<file path="config.mk">
export PLATFORM = sky130hd
export DESIGN_NAME = instr_fetch_ctrl
export DESIGN_NICKNAME = d
export VERILOG_FILES = /design/src/rtl/instr_fetch_ctrl.sv
export SDC_FILE = /design/constraint.sdc
export NUM_CORES = 1
export LEC_CHECK = 0
export ABC_CLOCK_PERIOD_IN_PS = 2800
export CAP_MARGIN = 20
export CORE_MARGIN = 5
export CORE_UTILIZATION = 45
export DETAILED_ROUTE_END_ITERATION = 16
export HOLD_SLACK_MARGIN = 0.06
export PLACE_DENSITY = 0.8
export SYNTH_ARGS = -nofsm -noshare
export SYNTH_HDL_FRONTEND = slang
export SYNTH_SLANG_ARGS = --single-unit
</file>
<file path="constraint.sdc">
create_clock -name clk -period 2.8 [get_ports clk]
set_clock_uncertainty 0.2 [all_clocks]
set_input_delay 0.56 -clock clk [delete_from_list [all_inputs] [get_ports clk]]
set_output_delay 0.56 -clock clk [all_outputs]
set_load 0.02 [all_outputs]
</file>
<file path="src/rtl/instr_fetch_ctrl.sv">
// instr_fetch_ctrl: three-byte instruction fetch sequencer; FETCH_REUSE_EN adds a one-entry reuse buffer
module instr_fetch_ctrl #(
  parameter int ADDR_W = 8,
  parameter int DATA_W = 8
) (
  input  logic              clk,
  input  logic              rst_n,
  input  logic [ADDR_W-1:0] pc_in,
  input  logic              pc_req,
  output logic [ADDR_W-1:0] mem_addr,
  output logic              mem_rd,
  input  logic [DATA_W-1:0] mem_rdata,
  output logic [DATA_W-1:0] op_code,
  output logic [DATA_W-1:0] arg1,
  output logic [DATA_W-1:0] arg2,
  output logic              instr_valid,
  input  logic              instr_ready,
  output logic              busy
`ifdef FETCH_REUSE_EN
  ,
  input  logic              reuse_flush
`endif
);
  typedef enum logic [2:0] {IDLE, F0, F1, F2, W2, HOLD} state_t;
  state_t state, state_n;
  logic [ADDR_W-1:0] pc_r, pc_n, addr_n;
  logic [DATA_W-1:0] op_n, a1_n, a2_n;
  logic hit;
`ifdef FETCH_REUSE_EN
  logic [ADDR_W-1:0] tag;
  logic [DATA_W-1:0] b_op, b_a1, b_a2;
  logic tag_valid;
  assign hit = tag_valid && !reuse_flush && pc_in == tag;
`else
  assign hit = 1'b0;
`endif
  always_comb begin
    state_n = state;
    pc_n = pc_r;
    if (pc_req) begin
      pc_n = pc_in;
      state_n = hit ? HOLD : F0;
    end else begin
      case (state)
        F0:      state_n = F1;
        F1:      state_n = F2;
        F2:      state_n = W2;
        W2:      state_n = HOLD;
        HOLD:    state_n = instr_ready ? IDLE : HOLD;
        default: state_n = IDLE;
      endcase
    end
    op_n = state == F1 ? mem_rdata : op_code;
    a1_n = state == F2 ? mem_rdata : arg1;
    a2_n = state == W2 ? mem_rdata : arg2;
`ifdef FETCH_REUSE_EN
    op_n = pc_req && hit ? b_op : op_n;
    a1_n = pc_req && hit ? b_a1 : a1_n;
    a2_n = pc_req && hit ? b_a2 : a2_n;
`endif
    addr_n = state_n == F0 ? pc_n :
             state_n == F1 ? pc_r + ADDR_W'(1) :
             state_n == F2 ? pc_r + ADDR_W'(2) : mem_addr;
  end
  always_ff @(posedge clk) begin
    if (!rst_n) begin
      state       <= IDLE;
      pc_r        <= '0;
      mem_addr    <= '0;
      mem_rd      <= 1'b0;
      op_code     <= '0;
      arg1        <= '0;
      arg2        <= '0;
      instr_valid <= 1'b0;
      busy        <= 1'b0;
    end else begin
      state       <= state_n;
      pc_r        <= pc_n;
      mem_addr    <= addr_n;
      mem_rd      <= state_n == F0 || state_n == F1 || state_n == F2;
      busy        <= state_n == F0 || state_n == F1 || state_n == F2 || state_n == W2;
      instr_valid <= state_n == HOLD;
      op_code     <= op_n;
      arg1        <= a1_n;
      arg2        <= a2_n;
    end
  end
`ifdef FETCH_REUSE_EN
  always_ff @(posedge clk) begin
    if (!rst_n) begin
      tag_valid <= 1'b0;
      tag       <= '0;
      b_op      <= '0;
      b_a1      <= '0;
      b_a2      <= '0;
    end else begin
      if (state == W2 && !pc_req) begin
        tag       <= pc_r;
        b_op      <= op_code;
        b_a1      <= arg1;
        b_a2      <= mem_rdata;
        tag_valid <= 1'b1;
      end
      if (reuse_flush) tag_valid <= 1'b0;
    end
  end
`endif
endmodule

</file>
==> results.sh <==
export IMPL_max_clock_path_buffers=2
export IMPL_p_seq_share_pct=55.6
export IMPL_setup_viol=0
export IMPL_initial_core_util_pct=46.7
export IMPL_slew_headroom_pct=59.1
export IMPL_setup_repair_after_global_routing_missed_its_margin="no"
export IMPL_netSwitchingPower_uw=322
export IMPL_worstSkewPairLatency_ns=0.30
export IMPL_reg2reg_depth=5
export IMPL_final_layout_size_suffix_gt1_share_pct=7.23
export IMPL_fin_crit_sh_pct=79.7
export IMPL_post_cts_resized=0
export IMPL_drt_total_wl_um=4330
export IMPL_worst_ir_drop_vdd_v=0.000450
export IMPL_ys_flop_type="dfxtp_1"
export IMPL_ioPinCount=55
export IMPL_worst_endpoint_required_ns=2.78
export IMPL_floorplan_die_area_um2=5540
export IMPL_hold_path_endpoint="mem_addr[6]"
export IMPL_critPathLaunchType="input pin"
export IMPL_synth_warning_count=0
export IMPL_p_int_uw=932
export IMPL_leakage_nw=0.994
export IMPL_grtUsageMet3_pct=3.65
export IMPL_tritoncts_num_buffers=5
export IMPL_grtUsageTotal_pct=16.1
export IMPL_detailroute_via_count=1535
export IMPL_grtUsageMet1_pct=21.0
export IMPL_drc_errors=0
export IMPL_hold_path_depth=2
export IMPL_number_of_pins_with_negative_max_slew_slack_in_the_final_report=0
export IMPL_max_cap_viol_count=0
export IMPL_power_switching_share_pct=25.7
export IMPL_path_class="in -> reg"
export IMPL_tns_ns=0
export IMPL_std_cell_rows=23
export IMPL_place_detailed_instances=292
export IMPL_power_density_nw_per_um2=495
export IMPL_gp_congestion=0.883
export IMPL_ys_ff_latch=46
export IMPL_outcome="finished, final reports clean"
export IMPL_synth_distinct_cells=39
export IMPL_cts_hold_buf=0
export IMPL_grt_antenna_before_repair=0
export IMPL_finalHoldViolations=0
export IMPL_first_global_vias=1430
export IMPL_regToRegEndpoint="mem_addr[6]"
export IMPL_mappedNetlistNets=218
export IMPL_cts_max_level=2
export IMPL_async_reset_ff_share_pct=0
export IMPL_post_route_util_pct=63.2
export IMPL_synth_enable_flop_cells=0
export IMPL_timing_rr_start="state[0]"
export IMPL_syn_inst=196
export IMPL_tightest_hold_check_type="reg -> reg"
export IMPL_number_of_input_and_output_port_buffers_inserted=54
export IMPL_cts_root_buf="clkbuf_8"
export IMPL_met2_usage_pct=25.6
export IMPL_final_min_clock_period_ns=2.23
export IMPL_layout_area_overhead_vs_synth_pct=35.5
export IMPL_design_core_area_um2=4000
export IMPL_die_height_um=74.4
export IMPL_finalNetCount=271
export IMPL_first_element_of_the_critical_path="pc_req"
export IMPL_seq_area_frac_synth_pct=49.3
export IMPL_stdcell_count=299
export IMPL_clk_pin_slew_ns=0.08
export IMPL_pin_count_of_the_biggest_net_entering_global_routing=21
export IMPL_cts_sink_count=46
export IMPL_global_route_peak_usage_layer="met2"
export IMPL_timing_critical_path_arrival_ns=2.21
export IMPL_cts_tree="yes"
export IMPL_max_slew_worst_pin_slew_ns=0.612
export IMPL_setup_reg_to_reg_worst_slack_ns=0.71
export IMPL_path_max_fanout=3
export IMPL_antenna_cells_inserted=0
export IMPL_syn_mean_instance_area_um2=9.52
export IMPL_power_clock_fraction_pct=30.7
export IMPL_pwr_share_comb_pct=13.7
export IMPL_dp_slack_ns=0.251
export IMPL_grt_first_pass_wirelength_um=6760
export IMPL_vias_per_cell=5.13
export IMPL_first_pass_iters=4
export IMPL_post_cts_repair_setup_buffers=0
export IMPL_antenna_left=0
export IMPL_dp_final_hpwl_um=3110
export IMPL_totalPowerFinal_mw=1.25
export IMPL_clock_fmax_mhz=448
export IMPL_wl_per_cell_um=14.5
export IMPL_die_width_um=74.4
export IMPL_initialDrtViolationCount=87
export IMPL_grt_remaining_overflow=0
export IMPL_worstSetupEndpointType="register"
export IMPL_post_synth_instance_area_um2=1870
export IMPL_fin_ws_ns=0.570
export IMPL_origin_of_the_worst_min_delay_path="mem_addr[6]"
-- registers in the layout, summed over array words and instances, names as in the netlist --
name and cells:
busy 1, mem_addr 8, arg2 8, instr_valid 1, arg1 8, state 3
mem_rd 1, op_code 8, pc_r 8
-- placed cells by master (no fill, tap or decap), types with 3 or more instances in the layout --
cell | Yosys | layout
and3_1 | 3 | 3
nand3_1 | 3 | 3
nor2_1 | 42 | 42
mux2i_1 | 28 | 28
nand2_1 | 10 | 10
xnor2_1 | 6 | 6
clkdlybuf4s50_1 | 0 | 54
inv_1 | 4 | 4
clkbuf_8 | 0 | 5
buf_4 | 2 | 4
dfxtp_1 | 46 | 46
o21ai_0 | 4 | 4
a21oi_1 | 9 | 9
-- cells by family after synthesis --
logic type      share of synthesized area [%]
mux                                      15.8
flops                                    49.3
buf+inv                                  3.69
simple gates                             17.0
fa+ha+maj                                1.34
xor+xnor                                 3.28
compound gates                           9.52
-- power by group through the flow --
stage	combinational, mW	clock [mW]	sequential (mW)
after floorplan	0.0791	0	0.725
after global placement	0.170	0	0.712
after detailed placement	0.171	0	0.712
after CTS	0.173	0.393	0.697
after global routing	0.185	0.415	0.700
final	0.172	0.385	0.697
-- through the flow --
stage	cell area [µm²]	hold WS (ns)
2_1_floorplan	1870	0.266
3_3_place_gp	2450	0.273
3_5_place_dp	2450	0.283
4_1_cts	2530	0.296
5_1_grt	2530	0.326
6_report	2530	0.292
-- cell usage after synthesis, drive strengths merged (2+ instances only) --
cell type  count  area, µm²
dfxtp         46        921
a21oi          9       45.0
ha             2       25.0
and3           3       18.8
and2           2       12.5
a211oi         2       15.0
o21ai          5       25.0
xnor2          6       52.6
mux2i         28        280
nor2          43        164
nand2         10       37.5
nand3          3       15.0
inv            4       15.0
a41oi          2       17.5
a31oi          2       12.5
buf            4       23.8
clkbuf         8       30.0
-- area by class of cell --
type | count | area, µm²
fill | 333 | 1470
sequential | 46 | 921
multi-input combinational | 134 | 882
timing repair buffer | 58 | 571
clock buffer | 5 | 68.8
tap | 50 | 62.6
inverter | 4 | 15.0
clock inverter | 2 | 10.0
-- worst max path at each step --
| stage | slack, ns | depth (start not counted) | endpoint |
|---|---|---|---|
| detailed placement | 0.25 | 6 | mem_addr[6] |
| CTS | 0.57 | 6 | mem_addr[6] |
| finish | 0.57 | 6 | mem_addr[6] |
| global placement | 0.29 | 6 | mem_addr[6] |
| global route | 0.52 | 7 | mem_addr[1] |
| floorplan | 0.60 | 6 | mem_addr[6] |
-- routing by layer --
metal	vias to the layer above	share of wire, %
li1	768	-
met1	726	45
met2	34	49
met3	7	4.3
met4	0	1.8
met5	-	0
-- worst max-delay path: stages --
cell and delay [ns]:
clkdlybuf4s50_1 0.43, or4b_4 0.52, mux2_4 0.32, and4_1 0.18, o21ai_1 0.11, a31oi_1 0.09
Power figures use the tool's default switching activity.
==> edit 1, RTL diff (config.mk and constraints unchanged) <==
Set the parameter `ADDR_W` to 7 (it was 8).
--- a/src/rtl/instr_fetch_ctrl.sv
+++ b/src/rtl/instr_fetch_ctrl.sv
@@ -1,5 +1,5 @@
 // instr_fetch_ctrl: three-byte instruction fetch sequencer; FETCH_REUSE_EN adds a one-entry reuse buffer
 module instr_fetch_ctrl #(
-  parameter int ADDR_W = 8,
+  parameter int ADDR_W = 7,
   parameter int DATA_W = 8
 ) (
Interface: changed (resized mem_addr and pc_in); port bits go from 55 to 53. The function was not compared with the original's and may differ.
==> edit 1 against the original RTL <==
- area after synthesis is 1.9% higher
- power fell by 3.6%
- sequential share of layout area is 1.9 points lower
- routed wire length is 0.78% higher
- sequential cell count shrank 2
- final area rose by 0.99%
- setup slack lost 0.19 ns
- register-to-register slack got worse by 0.12 ns
- highest routed layer unchanged
==> edit 1: results (changes against the original RTL) <==
| Metric | Value |
|---|---|
| Crit-path max cell delay | 0.48 ns (was 0.52 ns) |
| Crit path max-delay cell type | or4_1 (was or4b_4) |
| Hold Slack | 0.2885 ns (was 0.2916 ns) |
| First-pass GRT wire length | 6.996 mm (was 6.762 mm) |
| Met3 usage in global routing | 5.607% (was 3.649%) |
| Met2 usage | 25.15% (was 25.56%) |
| Via count of the routed design | 1540 (was 1535) |
| Hold Startpoint | arg2[4] (was mem_addr[6]) |
| WL met3 | 421 microns (was 185 microns) |
| Synthesized Nets | 217 (was 218) |
| Area occupied by multi-input gates | 945.9 sq um (was 882.1 sq um) |
| Wl on met1 | 1.865 mm (was 1.966 mm) |
| Pre-CTS setup slack | 0.1176 ns (was 0.2508 ns) |
| Area after DPL | 2477 sq um (was 2451 sq um) |
| Share of layout cells above drive strength 1 | 7.661% (was 7.229%) |
| Largest net degree at the start of global routing | 44 (was 21) |
| Met2 wire length | 2.044 mm (was 2.104 mm) |
| PortBufs | 52 (was 54) |
| Seq power | 0.000667 W (was 0.000697 W) |
| Area contributors post-synth | dfxtp_1 46%, mux2i_1 11%, nor2b_1 7.2% (was dfxtp_1 49%, mux2i_1 15%, nor2_1 8.4%) |
| Routed WL per cell | 14.66 microns (was 14.49 microns) |
| Peak supply drop | 365.5 uV (was 449.8 uV) |
| Total track usage | 16.36% (was 16.12%) |
| Status | finished, final reports clean (unchanged) |
| Sequential-to-total area share from yosys stat | 46.29% (was 49.33%) |
| Worst slew pin tran | 0.6478 ns (was 0.6120 ns) |
## edit 1: cell count changes after synthesis, sizes merged, moves of 3 or more
cell	before	now
a21boi	0	12
a21oi	9	2
and3	3	0
buf	4	7
mux2i	28	21
nand2	10	16
nand3	3	7
nor2	43	3
nor2b	0	22
o21ai	5	13
o221ai	0	3
xnor2	6	3
## edit 1: cell families after synthesis
family | share of synthesized area, %
AOI/OAI and AO/OA | 15.58
adders and majority gates | 1.315
DFF | 46.29
xor gates and xnor gates | 3.156
buffers and inverters | 4.273
muxes | 12.23
and+or+nand+nor | 17.16
## edit 1: final cells by class
cell class,instances,share of cell area [%]
tap,50,2.449
clock buffer,6,2.840
inverter,4,0.5877
clock inverter,1,0.1959
multi-input combinational,134,37.02
sequential,44,34.48
timing repair buffer,59,22.43
## edit 1: worst reg2reg max path, stage by stage (launching register included)
cell	delay (ns)
dfxtp_1	0.47
nor4b_1	0.50
mux2_2	0.43
or4_1	0.48
nand3_1	0.09
==> edit 2, RTL diff (config.mk and constraints unchanged) <==
Made on the original files. `pc_r` and `mem_addr` no longer have a reset.
--- a/src/rtl/instr_fetch_ctrl.sv
+++ b/src/rtl/instr_fetch_ctrl.sv
@@ -66,6 +66,4 @@
     if (!rst_n) begin
       state       <= IDLE;
-      pc_r        <= '0;
-      mem_addr    <= '0;
       mem_rd      <= 1'b0;
       op_code     <= '0;
@@ -76,6 +74,4 @@
     end else begin
       state       <= state_n;
-      pc_r        <= pc_n;
-      mem_addr    <= addr_n;
       mem_rd      <= state_n == F0 || state_n == F1 || state_n == F2;
       busy        <= state_n == F0 || state_n == F1 || state_n == F2 || state_n == W2;
@@ -85,4 +81,9 @@
       arg2        <= a2_n;
     end
+  end
+
+  always_ff @(posedge clk) begin
+    pc_r     <= pc_n;
+    mem_addr <= addr_n;
   end
 `ifdef FETCH_REUSE_EN
Formal check against the unedited RTL: not equivalent (Yosys sat finds a counterexample within 4 cycles, from zero or initial values and one cycle with rst_n low).
==> edit 2 against the original RTL <==
- die area rose by 2.8%
- final area is 3.3% higher
- clock power up 21%
- first-iteration DRC count up 18%
- area after synthesis is 3.2% higher
- critical path depth down 1
- sequential cell count did not move
- core utilization increased by 0.68 points
- setup slack got worse by 0.085 ns
- non-clock buffer count shrank 1
- power rose by 12%
- combinational power increased by 16%
- routed wire length is 6.8% lower
- critical path type unchanged
- critical endpoint is now mem_addr[5]
==> edit 2: results (changes against the original RTL) <==
| Metric | Value |
|---|---|
| Status | finished, final reports clean (unchanged) |
| Buffers excl. clock | 57 (was 58) |
| Sequential-to-total area share from yosys stat | 51.95% (was 49.33%) |
| Final HPWL DP | 2.928 mm (was 3.105 mm) |
| Placed insts | 284 (was 292) |
| Arr. time, crit path | 2.16 ns (was 2.21 ns) |
| Internal | 0.001072 W (was 0.0009317 W) |
| Setup WS post-layout | 0.4846 ns (was 0.5697 ns) |
| Met3 usage in global routing | 7.652% (was 3.649%) |
| Setup crit end | mem_addr[5] (was mem_addr[6]) |
| Register area | 1001 sq um (was 920.9 sq um) |
| Hold Slack | 0.2821 ns (was 0.2916 ns) |
| Met1 usage | 17.60% (was 21.00%) |
| Adder-cell share of the synthesized area | 1.299% (was 1.340%) |
| Syn_area_per_cell | 10.14 sq um (was 9.524 sq um) |
| Largest net degree at the start of global routing | 29 (was 21) |
| Number of global-route vias before repair | 1473 (was 1430) |
| Hold Startpoint | arg2[6] (was mem_addr[6]) |
| Layout area overhead | 35.58% (was 35.52%) |
| First-pass GRT wire length | 6.865 mm (was 6.762 mm) |
| GP Congestion | 0.7180 (was 0.8830) |
| R2R Path Start | state[1] (was state[0]) |
| Wl on met1 | 1.597 mm (was 1.966 mm) |
| Total track usage | 15.96% (was 16.12%) |
| Area contributors post-synth | dfxtp_1 39%, edfxtp_1 12%, mux2i_1 8.8% (was dfxtp_1 49%, mux2i_1 15%, nor2_1 8.4%) |
| Reg2Reg Depth | 4 (was 5) |
| Cells after synthesis | 190 (was 196) |
| Clk cell area share | 4.262% (was 3.116%) |
| Met2 usage | 27.33% (was 25.56%) |
| Total Wirelength | 4.039 mm (was 4.334 mm) |
| Compound-Gate Fraction of Synth Area | 13.57% (was 9.517%) |
| Clock buffers | 8 (was 5) |
| Fillers | 357 (was 333) |
| Via density | 5.021 (was 5.134) |
| Nonclk inv count | 7 (was 4) |
| Hold EP | arg2[6] (was mem_addr[6]) |
==> edit 2: cell types whose count changed after synthesis, moves of 7 or more <==
cell      change
a21boi_0      +8
dfxtp_1       -8
o21ai_0      +15
mux2i_1      -11
nor2b_1      +16
nor2_1       -35
edfxtp_1      +8
nand2_1       +7
==> edit 2: logic make-up after synthesis <==
kind of cell               count (synthesis)
AOI/OAI and AO/OA                         41
buffers and inverters                     20
DFF                                       46
muxes                                     21
xor gates and xnor gates                   7
and+or+nand+nor                           53
adders and majority gates                  2
==> edit 2: power by group through the flow <==
stage	Clock [W]	Combinational [W]	Sequential, W
after floorplan	0	0.0000899	0.000772
after global placement	0	0.000200	0.000751
after detailed placement	0	0.000202	0.000752
after CTS	0.000485	0.000203	0.000736
after global routing	0.000509	0.000221	0.000741
final	0.000467	0.000200	0.000736
==> edit 2: worst max-delay path, stage by stage <==
cell and delay [ns]:
clkdlybuf4s50_1 0.42, or4b_1 0.62, o2111ai_2 0.23, xnor2_1 0.08, mux2_2 0.25
